[src/rtl/uart_xcvr.sv]
// uart_xcvr: independent UART transmitter and receiver on one clock, LSB first, idle-high line.
// Define UART_PARITY_EN to add a parity bit per frame (even, or odd when PARITY_ODD=1).
module uart_xcvr #(
    parameter int CLK_FREQ   = 100000000,
    parameter int BAUD       = 115200,
    parameter int DATA_BITS  = 8,
    parameter int STOP_BITS  = 1,
    parameter int PARITY_ODD = 0
) (
    input  logic                 clk,
    input  logic                 rst_n,
    input  logic                 rx,
    output logic                 tx,
    input  logic [DATA_BITS-1:0] tx_data,
    input  logic                 tx_valid,
    output logic                 tx_ready,
    output logic [DATA_BITS-1:0] rx_data,
    output logic                 rx_valid,
    output logic                 rx_frame_err,
    output logic                 rx_parity_err
);
    // state    | meaning
    // S_IDLE   | line idle; TX accepts data, RX waits for a falling edge
    // S_START  | start bit
    // S_DATA   | payload bits, LSB first
    // S_PARITY | parity bit (UART_PARITY_EN only)
    // S_STOP   | stop bit(s)
    typedef enum logic [2:0] {S_IDLE, S_START, S_DATA, S_PARITY, S_STOP} state_t;

    localparam int               CLKS_PER_BIT = CLK_FREQ / BAUD;
    localparam int               CNT_W        = $clog2(CLKS_PER_BIT * STOP_BITS);
    localparam logic [CNT_W-1:0] CNT_ONE      = CNT_W'(1);
    localparam logic [CNT_W-1:0] BIT_LOAD     = CNT_W'(CLKS_PER_BIT - 1);
    localparam logic [CNT_W-1:0] HALF_LOAD    = CNT_W'(CLKS_PER_BIT / 2 - 1);
    localparam logic [CNT_W-1:0] STOP_LOAD    = CNT_W'(CLKS_PER_BIT * STOP_BITS - 1);
    localparam logic [2:0]       LAST_BIT     = 3'(DATA_BITS - 1);
    localparam logic             PAR_SENSE    = 1'(PARITY_ODD);

    state_t               tx_state_q, tx_state_d, rx_state_q, rx_state_d;
    logic [CNT_W-1:0]     tx_cnt_q, tx_cnt_d, rx_cnt_q, rx_cnt_d;
    logic [2:0]           tx_idx_q, tx_idx_d, rx_idx_q, rx_idx_d;
    logic [DATA_BITS-1:0] tx_shift_q, tx_shift_d, rx_shift_q, rx_shift_d;
    logic [DATA_BITS-1:0] rx_data_q, rx_data_d;
    logic                 tx_q, tx_d, tx_ready_q, tx_ready_d;
    logic                 rx_meta_q, rx_meta_d, rx_sync_q, rx_sync_d, rx_prev_q, rx_prev_d;
    logic                 rx_valid_q, rx_valid_d, rx_ferr_q, rx_ferr_d;
`ifdef UART_PARITY_EN
    logic                 rx_pbit_q, rx_pbit_d, rx_perr_q, rx_perr_d;
`endif

    // The payload register rotates, so its XOR still covers the whole word at the last bit.
    always_comb begin
        tx_state_d = tx_state_q;
        tx_cnt_d   = (tx_cnt_q == '0) ? tx_cnt_q : tx_cnt_q - CNT_ONE;
        tx_idx_d   = tx_idx_q;
        tx_shift_d = tx_shift_q;
        tx_d       = tx_q;
        tx_ready_d = tx_ready_q;
        case (tx_state_q)
            S_IDLE: begin
                tx_ready_d = 1'b1;
                if (tx_valid && tx_ready_q) begin
                    tx_state_d = S_START;
                    tx_cnt_d   = BIT_LOAD;
                    tx_shift_d = tx_data;
                    tx_d       = 1'b0;
                    tx_ready_d = 1'b0;
                end
            end
            S_START: if (tx_cnt_q == '0) begin
                tx_state_d = S_DATA;
                tx_cnt_d   = BIT_LOAD;
                tx_idx_d   = '0;
                tx_d       = tx_shift_q[0];
            end
            S_DATA: if (tx_cnt_q == '0) begin
                tx_cnt_d   = BIT_LOAD;
                tx_idx_d   = tx_idx_q + 3'd1;
                tx_shift_d = {tx_shift_q[0], tx_shift_q[DATA_BITS-1:1]};
                tx_d       = tx_shift_q[1];
                if (tx_idx_q == LAST_BIT) begin
`ifdef UART_PARITY_EN
                    tx_state_d = S_PARITY;
                    tx_d       = (^tx_shift_q) ^ PAR_SENSE;
`else
                    tx_state_d = S_STOP;
                    tx_cnt_d   = STOP_LOAD;
                    tx_d       = 1'b1;
`endif
                end
            end
            S_PARITY: if (tx_cnt_q == '0) begin
                tx_state_d = S_STOP;
                tx_cnt_d   = STOP_LOAD;
                tx_d       = 1'b1;
            end
            S_STOP: if (tx_cnt_q == '0) begin
                tx_state_d = S_IDLE;
                tx_ready_d = 1'b1;
            end
            default: tx_state_d = S_IDLE;
        endcase
    end

    // A start needs a high-to-low edge, so a line held low after a bad stop bit cannot retrigger.
    always_comb begin
        rx_meta_d  = rx;
        rx_sync_d  = rx_meta_q;
        rx_prev_d  = rx_sync_q;
        rx_state_d = rx_state_q;
        rx_cnt_d   = (rx_cnt_q == '0) ? rx_cnt_q : rx_cnt_q - CNT_ONE;
        rx_idx_d   = rx_idx_q;
        rx_shift_d = rx_shift_q;
        rx_data_d  = rx_data_q;
        rx_ferr_d  = rx_ferr_q;
        rx_valid_d = 1'b0;
`ifdef UART_PARITY_EN
        rx_pbit_d  = rx_pbit_q;
        rx_perr_d  = rx_perr_q;
`endif
        case (rx_state_q)
            S_IDLE: if (rx_prev_q && !rx_sync_q) begin
                rx_state_d = S_START;
                rx_cnt_d   = HALF_LOAD;
            end
            S_START: if (rx_cnt_q == '0) begin
                if (rx_sync_q) begin
                    rx_state_d = S_IDLE;
                end else begin
                    rx_state_d = S_DATA;
                    rx_cnt_d   = BIT_LOAD;
                    rx_idx_d   = '0;
                end
            end
            S_DATA: if (rx_cnt_q == '0) begin
                rx_cnt_d   = BIT_LOAD;
                rx_idx_d   = rx_idx_q + 3'd1;
                rx_shift_d = {rx_sync_q, rx_shift_q[DATA_BITS-1:1]};
                if (rx_idx_q == LAST_BIT) begin
`ifdef UART_PARITY_EN
                    rx_state_d = S_PARITY;
`else
                    rx_state_d = S_STOP;
`endif
                end
            end
            S_PARITY: if (rx_cnt_q == '0) begin
`ifdef UART_PARITY_EN
                rx_pbit_d  = rx_sync_q;
`endif
                rx_state_d = S_STOP;
                rx_cnt_d   = BIT_LOAD;
            end
            S_STOP: if (rx_cnt_q == '0) begin
                rx_state_d = S_IDLE;
                rx_valid_d = 1'b1;
                rx_data_d  = rx_shift_q;
                rx_ferr_d  = !rx_sync_q;
`ifdef UART_PARITY_EN
                rx_perr_d  = (^rx_shift_q) ^ rx_pbit_q ^ PAR_SENSE;
`endif
            end
            default: rx_state_d = S_IDLE;
        endcase
    end

    always_ff @(posedge clk) begin
        if (!rst_n) begin
            tx_state_q <= S_IDLE;
            tx_cnt_q   <= '0;
            tx_idx_q   <= '0;
            tx_shift_q <= '0;
            tx_q       <= 1'b1;
            tx_ready_q <= 1'b0;
            rx_meta_q  <= 1'b1;
            rx_sync_q  <= 1'b1;
            rx_prev_q  <= 1'b1;
            rx_state_q <= S_IDLE;
            rx_cnt_q   <= '0;
            rx_idx_q   <= '0;
            rx_shift_q <= '0;
            rx_data_q  <= '0;
            rx_valid_q <= 1'b0;
            rx_ferr_q  <= 1'b0;
`ifdef UART_PARITY_EN
            rx_pbit_q  <= 1'b0;
            rx_perr_q  <= 1'b0;
`endif
        end else begin
            tx_state_q <= tx_state_d;
            tx_cnt_q   <= tx_cnt_d;
            tx_idx_q   <= tx_idx_d;
            tx_shift_q <= tx_shift_d;
            tx_q       <= tx_d;
            tx_ready_q <= tx_ready_d;
            rx_meta_q  <= rx_meta_d;
            rx_sync_q  <= rx_sync_d;
            rx_prev_q  <= rx_prev_d;
            rx_state_q <= rx_state_d;
            rx_cnt_q   <= rx_cnt_d;
            rx_idx_q   <= rx_idx_d;
            rx_shift_q <= rx_shift_d;
            rx_data_q  <= rx_data_d;
            rx_valid_q <= rx_valid_d;
            rx_ferr_q  <= rx_ferr_d;
`ifdef UART_PARITY_EN
            rx_pbit_q  <= rx_pbit_d;
            rx_perr_q  <= rx_perr_d;
`endif
        end
    end

    assign tx           = tx_q;
    assign tx_ready     = tx_ready_q;
    assign rx_data      = rx_data_q;
    assign rx_valid     = rx_valid_q;
    assign rx_frame_err = rx_ferr_q;
`ifdef UART_PARITY_EN
    assign rx_parity_err = rx_perr_q;
`else
    // No parity bit on the line, so the flag can never assert.
    assign rx_parity_err = PAR_SENSE & 1'b0;
`endif
endmodule

[config.mk]
export PLATFORM = sky130hd
export DESIGN_NAME = uart_xcvr
export DESIGN_NICKNAME = d
export VERILOG_FILES = /design/src/rtl/uart_xcvr.sv
export SDC_FILE = /design/constraint.sdc
export NUM_CORES = 1
export LEC_CHECK = 0
export ABC_AREA = 0
export BUFFER_PORTS_ARGS = -buffer_cell sky130_fd_sc_hd__buf_2
export CAP_MARGIN = 30
export CORE_MARGIN = 2
export CORE_UTILIZATION = 36
export DETAILED_ROUTE_END_ITERATION = 6
export GPL_TIMING_DRIVEN = 0
export SLEW_MARGIN = 10
export SYNTH_ARGS = -nofsm -noshare
export SYNTH_HDL_FRONTEND = slang
export SYNTH_SLANG_ARGS = --single-unit
[constraint.sdc]
create_clock -name clk -period 7.76 [get_ports clk]
set_input_delay 1.552 -clock clk [delete_from_list [all_inputs] [get_ports clk]]
set_output_delay 1.552 -clock clk [all_outputs]
set_load 0.1 [all_outputs]
==> key figures, run 1 <==
Place
  • Total of buffers placed on input and output ports: 23
  • Final weighted congestion in routability-driven placement: around 0.80
  • Placed Cells incl. Taps: between 400 and 500
  • Post-Place Setup Slack: about 4.7 ns
  • Post-DP HPWL: approximately 4700 um

Detailed routing
  • Metal-1 WL: approximately 3200 um
  • Routed WL: roughly 6700 um
  • Routed vias/inst: between 5 and 6
  • Highest signal layer in the routed design: met4
  • Total via count in the routed design: between 2000 and 3000
  • Met2 WL post-DR: slightly above 3000 um
  • Met3 layer wire length in the routed design: around 320 um
  • 1st-pass router iterations: 4
  • Violation count after the first detailed-route iteration: ~120
  • Routed wirelength normalized by instance count: approximately 14 um
  • ANT nets after route: 0
  • DRC violation count after routing: 0

Layout
  • Total area of multi-input combinational cells: roughly 1600 um^2
  • Fraction of layout instances using a drive strength above 1: approximately 15%
  • Area growth from synthesis to layout: 14.5%
  • Diode count: 0
  • Fill cell total of the finished layout: 800
  • Final Non-Filler Cells: 478
  • FF/Latch Area: 1260 um^2
  • Net count of the finished layout: 389

Clock tree
  • Worst skew pair latency: 0.35 ns
  • Post-cts gate resize count: 0
  • CTS clk-pin slew, worst paths: 0.08 ns
  • CTS H-tree lvls: 3
  • Clock tree sinks: 63
  • TritonCTS clock tree: built
  • Cts bufs inserted: 9
  • Post-cts hold buffer count: 0
  • Clock tree root buffer cell: clkbuf_8
  • Post-CTS setup-driven buffer insertion count: 0
  • Worst-case clock buffer depth: 2

Worst setup path
  • Critical Path RT: around 8 ns
  • CP arrival: roughly 3.3 ns
  • Element type at the critical path start: register
  • Crit-path max FO: 10
  • Crit. End Element: register
  • Category of the critical setup timing path: register to register

STA
  • Number of pins exceeding their max-slew limit in the final report: 0
  • Time the worst path needs with I/O delays and setup: around 3.0 ns
  • Final Skew: 0.0144 ns
  • Final setup viols: 0
  • Slack of the critical path: 4.73 ns
  • Worst-Margin Slew: ~0.79 ns
  • Hold slack: just over 0.4 ns
  • Final setup TNS: 0 ns
  • Final hold viol count: 0
  • Final worst-path cycle share: around two fifths
  • Maximum clock rate: 330 MHz
  • Slew Limit Headroom: a little under half
  • Unrepaired setup endpoints after global routing: false

Floorplan
  • Width of the die: approximately 95 um
  • Core region area: around 8100 um^2
  • Initial Util: 36.8%
  • Number of top-level pins: 25
  • Overall die area: between 9000 and 10000 um^2
  • Die Y-Extent: 95.2 um
  • Row count: 33

Synthesis
  • Mapped cell area: 3000 um^2
  • Synth Register Bits: 63
  • Number of distinct library cell variants in the gate-level netlist after synthesis: 52
  • Fraction of registers with async set/reset: 0%
  • Gate count after technology mapping: approximately 330
  • Cells taking the most area after synthesis: dfxtp_1 42%, mux2i_1 10%, ha_1 3.8%
  • Seq/Total Area, Yosys: a little over two fifths
  • Synth area leader: dfxtp_1
  • Most instantiated flip-flop cell in the synthesis netlist: dfxtp_1
  • Cell with the most instances after synthesis: dfxtp_1
  • Proportion of netlist area held by the largest area contributor: a little over two fifths
  • Avg Synthesized Cell Area: between 8 and 9 um^2
  • Post-synth top cells: 63 x dfxtp_1, 30 x mux2i_1, 29 x nand2_1, 27 x nor2_1, 20 x a21oi_1
  • Number of warnings printed during yosys synthesis: 0
  • Post-synth EDFFs: 0
  • Post-Synthesis Net Count: between 300 and 400

Pwr
  • Total power after layout: 1150 uW
  • Pwr/cell area: ~340 nW/um^2
  • Leakage Power: around 0.0013 uW
  • Peak supply drop: about 0.00011 V

Run
  • Reported max-cap violation count: 0

Global route
  • Total gr overflow: 0
  • Vias in the first global route: about 2400
  • Global routing usage summed across all routing layers: around 16%
  • Number of antenna violations at the first check in global routing: 0
  • Global-route wire length before repair: between 10000 and 15000 um
  • Largest net degree at the start of global routing: 14

Outcome
  • Status: finished, final reports clean

Worst hold path
  • Hold Path Class: register to register
[metrics by stage]
step,utilization [%],instance area [um^2]
5_1_grt,42.2,3430
6_report,42.2,3430
3_5_place_dp,39.9,3240
4_1_cts,42.2,3430
3_3_place_gp,39.9,3240
2_1_floorplan,-,3000
[registers in the layout, summed over array words and instances, names as in the netlist]
signal,flops
rx_cnt_q,10
rx_data,8
rx_frame_err,1
rx_idx_q,3
rx_meta_q,1
rx_prev_d,1
rx_prev_q,1
rx_shift_q,8
rx_state_q,3
rx_valid,1
tx,1
tx_cnt_q,10
tx_idx_q,3
tx_ready,1
tx_shift_q,8
tx_state_q,3
[power by group]
group	switching, uW	internal [uW]
clock	140	128
sequential	58.0	382
combinational	260	181
total	458	691
[routing by layer]
metal  global-route usage [%]  vias up
met5                        0        -
met4                     4.71        0
met3                     5.53        4
met2                     24.8       50
met1                     21.0     1184
li1                         -     1285
[placed cells by master (no fill, tap or decap), types with 5 or more instances in the layout]
master / instances
a211oi_1: 10
o21ai_0: 9
nand3_1: 7
nand2_1: 29
nor4_1: 5
dfxtp_1: 63
clkbuf_1: 16
ha_1: 9
a21oi_1: 20
nor3_1: 18
nor2_1: 27
clkbuf_8: 10
buf_2: 25
xor2_1: 5
o31ai_1: 7
a31oi_1: 6
inv_1: 8
mux2i_1: 30
nand2b_1: 7
or4_1: 6
[layout make-up]
type / count / share of cell area (%)
Timing Repair Buffer: 23 / 3.36
Buffer: 23 / 3.36
Multi-Input combinational cell: 238 / 46.1
Tap cell: 105 / 3.83
Sequential cell: 63 / 36.8
Clock inverter: 6 / 1.46
Clock buffer: 10 / 4.01
Inverter: 10 / 1.09
[worst max-delay path, cell delays in order (launching register included)]
cell      delay [ns]
dfxtp_1         0.34
inv_1           0.06
ha_1            0.18
or4b_2          0.63
clkbuf_1        0.25
nor3_2          0.47
clkinv_1        0.42
ha_1            0.39
nor2_1          0.04
a211oi_1        0.18
[cells by family after synthesis]
group | after synthesis | share of synthesized area [%]
flops | 63 | 42.1
buf+inv | 33 | 5.10
mux | 31 | 10.4
other cells | 1 | 0.125
xor+xnor | 5 | 1.46
compound gates | 67 | 14.5
simple gates | 125 | 22.6
fa+ha+maj | 9 | 3.76
[final timing paths]
path | from | endpoint | slack (ns) | cells past startpoint
setup / recovery | tx_cnt_q[0] | tx_cnt_q[0] | 4.73 | 9
hold / removal | rx_meta_q | rx_prev_d | 0.41 | 1
setup reg to reg | tx_cnt_q[0] | tx_cnt_q[0] | 4.73 | 9
hold reg to reg | rx_meta_q | rx_prev_d | 0.41 | 1
No activity file was read; power rests on OpenSTA's default activity.
==> inputs of run 2 (changes only) <==
==> constraint.sdc (replaced) <==
create_clock -name clk -period 2.52 [get_ports clk]
set_input_delay 0.504 -clock clk [delete_from_list [all_inputs] [get_ports clk]]
set_output_delay 0.504 -clock clk [all_outputs]
set_load 0.1 [all_outputs]
==> key figures, run 2 (same netlist as run 1, synthesis figures left out) <==
Outcome
  • Status: finished, final reports clean (unchanged)

Worst setup path
  • Crit. End Element: register (unchanged)
  • Endpoint of the worst-slack reg-to-reg timing path: tx_cnt_q[1] (was tx_cnt_q[0])
  • Setup slack on the worst flop-to-flop path: 0.09 ns (was 4.73 ns)
  • Total buffers and inverters traversed by the critical path: 3 (unchanged)
  • Crit-path max FO: 10 (unchanged)
  • Number of cells traversed by the worst register-to-register path: 8 (was 9)
  • Crit Reg-Reg Startpoint: tx_cnt_q[0] (unchanged)
  • Number of stages on the worst setup path: 8 (was 9)
  • Category of the critical setup timing path: register to register (unchanged)
  • Critical Path RT: 2.79 ns (was 8.02 ns)
  • Library cell appearing most often on the critical path: buf_4 (was ha_1)
  • Kind of cell with the highest combined delay on the critical path: simple AND/OR/NAND/NOR gates (unchanged)
  • Ordered list of cells on the worst path: inv_1, ha_1, or4b_2, buf_4, nor3_4, buf_4, mux2_2, a21oi_1 (was inv_1, ha_1, or4b_2, clkbuf_1, nor3_2, clkinv_1, ha_1, nor2_1, a211oi_1)
  • Cell with the largest stage delay on the worst path: or4b_2 (unchanged)
  • CP arrival: 2.70 ns (was 3.29 ns)
  • Element type at the critical path start: register (unchanged)
  • Delay of the slowest critical-path stage: 0.64 ns (was 0.63 ns)

Layout
  • Fraction of layout instances using a drive strength above 1: 17.3% (was 15.3%)
  • Fin area: 3470 um^2 (was 3430 um^2)
  • Diode count: 0 (unchanged)
  • Area growth from synthesis to layout: 15.9% (was 14.5%)
  • Leading cell types in the layout, fill and taps excluded: 63 x dfxtp_1, 30 x mux2i_1, 29 x nand2_1, 27 x nor2_1, 25 x buf_2 (unchanged)
  • Final Non-Filler Cells: 480 (was 478)
  • Final Util: 42.7% (was 42.2%)
  • Most frequent standard cell in the layout excluding fill and tap cells: dfxtp_1 (unchanged)
  • Net count of the finished layout: 391 (was 389)
  • Largest registers: rx_cnt_q (10), tx_cnt_q (10) (unchanged)

Clock tree
  • Worst skew pair latency: 0.35 ns (about the same)
  • CTS H-tree lvls: 3 (unchanged)
  • Worst-case clock buffer depth: 2 (unchanged)
  • Clock tree root buffer cell: clkbuf_8 (unchanged)
  • Post-cts hold buffer count: 0 (unchanged)
  • Cts bufs inserted: 9 (unchanged)
  • CTS clk-pin slew, worst paths: 0.08 ns (about the same)
  • Clock tree sinks: 63 (unchanged)
  • TritonCTS clock tree: built (unchanged)

STA
  • Final setup TNS: 0 ns (unchanged)
  • Number of pins exceeding their max-slew limit in the final report: 0 (unchanged)
  • Maximum clock rate: 412 MHz (was 330 MHz)
  • Slew Limit Headroom: 45.4% (was 46.5%)
  • Final setup viols: 0 (unchanged)
  • Worst-Margin Slew: 0.808 ns (was 0.792 ns)
  • Final worst-path cycle share: 96.4% (was 39.1%)
  • Final hold viol count: 0 (unchanged)
  • Final Skew: 0.0136 ns (was 0.0144 ns)
  • Time the worst path needs with I/O delays and setup: 2.43 ns (was 3.03 ns)
  • Unrepaired setup endpoints after global routing: false (unchanged)

Pwr
  • Leakage Power: 0.00135 uW (was 0.00132 uW)
  • Peak supply drop: 0.000346 V (was 0.000112 V)
  • Total power after layout: 3630 uW (was 1150 uW)
  • Pwr/cell area: 1040 nW/um^2 (was 335 nW/um^2)

Detailed routing
  • Violation count after the first detailed-route iteration: 113 (was 124)
  • Total via count in the routed design: 2518 (was 2523)
  • ANT nets after route: 0 (unchanged)
  • DRC violation count after routing: 0 (unchanged)
  • Routed vias/inst: 5.25 (was 5.28)
  • 1st-pass router iterations: 5 (was 4)
  • Routed WL: 6780 um (was 6740 um)
  • Routed wirelength normalized by instance count: 14.1 um (about the same)

Floorplan
  • Width of the die: 95.2 um (unchanged)
  • Initial Util: 36.8% (unchanged)
  • Core region area: 8130 um^2 (unchanged)
  • Row count: 33 (unchanged)
  • Overall die area: 9070 um^2 (unchanged)
  • Number of top-level pins: 25 (unchanged)
  • Die Y-Extent: 95.2 um (unchanged)

Place
  • Total of buffers placed on input and output ports: 23 (unchanged)
  • Placed Area: 3240 um^2 (unchanged)
  • Final weighted congestion in routability-driven placement: 0.803 (unchanged)
  • Placed Cells incl. Taps: 462 (unchanged)
  • Post-DP HPWL: 4660 um (unchanged)

Worst hold path
  • Count of cells along the worst hold path: 2 (was 1)
  • Worst Hold Endpoint: rx_meta_q (was rx_prev_d)
  • Hold wc startpoint: rx (was rx_meta_q)
  • Hold Path Class: primary input to register (was register to register)

Global route
  • Total gr overflow: 0 (unchanged)
  • Vias in the first global route: 2384 (was 2379)
  • Global-route wire length before repair: 11400 um (was 11300 um)
  • Largest net degree at the start of global routing: 14 (unchanged)
  • Global routing usage summed across all routing layers: 16.1% (was 16.0%)
  • Number of antenna violations at the first check in global routing: 0 (unchanged)

Run
  • Reported max-cap violation count: 0 (unchanged)
==> run 2: cell types whose count changed in the layout (fill, tap and decap cells not counted), sizes merged <==
cell	change
clkinv	-1
buf	+2
inv	+1
==> run 2: how the worst max path moves through the flow <==
stage | slack (ns) | startpoint | endpoint
6_report | 0.09 | tx_cnt_q[0] | tx_cnt_q[1]
5_1_grt | 0.004 | tx_cnt_q[0] | tx
4_1_cts | 0.04 | tx_cnt_q[0] | tx_cnt_q[0]
3_5_place_dp | -0.51 | tx_cnt_q[0] | tx_cnt_q[0]
3_3_place_gp | -0.51 | tx_cnt_q[0] | tx_cnt_q[0]
2_1_floorplan | 0.05 | tx_cnt_q[0] | tx_cnt_q[0]
==> run 2: cell type report <==
| class | count | area, um^2 |
|---|---|---|
| plain buffers | 23 | 121 |
| clock buffers | 10 | 138 |
| clock inverters | 6 | 50.0 |
| fillers | 800 | 4660 |
| inverters | 10 | 40.0 |
| multi-input cells | 238 | 1600 |
| flip-flops and latches | 63 | 1260 |
| well taps | 105 | 131 |
| repair buffers | 25 | 130 |
==> run 2: power by group <==
group	internal (uW)	switching [uW]	leakage (uW)
sequential	1180	177	0.000514
clock	395	432	0.0000899
combinational	602	841	0.000742
==> run 2: through the flow <==
stage / setup WS, ns / hold WS (ns)
floorplan: 0.0453 / 0.386
global placement: -0.515 / 0.390
detailed placement: -0.511 / 0.393
CTS: 0.0381 / 0.318
global route: 0.00437 / 0.321
finish: 0.0906 / 0.333
==> run 2: worst register-to-register path: stages (launching register included) <==
cell and delay, ns:
dfxtp_1 0.34, inv_1 0.06, ha_1 0.18, or4b_2 0.64, buf_4 0.21, nor3_4 0.26
buf_4 0.22, mux2_2 0.34, a21oi_1 0.13
==> run 2: timing repair <==
| action | 4_1_cts | 5_1_grt |
|---|---|---|
| pin swaps | 2 | 0 |
| buffers inserted | 2 | 0 |
| gates cloned | 0 | 0 |
| gates resized for setup | 4 | 8 |
| endpoints found under the setup margin | 19 | 17 |
==> run 2: metal layers <==
layer	global-route usage (%)	vias to the layer above	wire length (um)
met3	5.53	6	332
met4	4.71	0	67
met2	24.8	48	3090
met1	21.3	1167	3290
li1	-	1297	-
met5	0	-	0
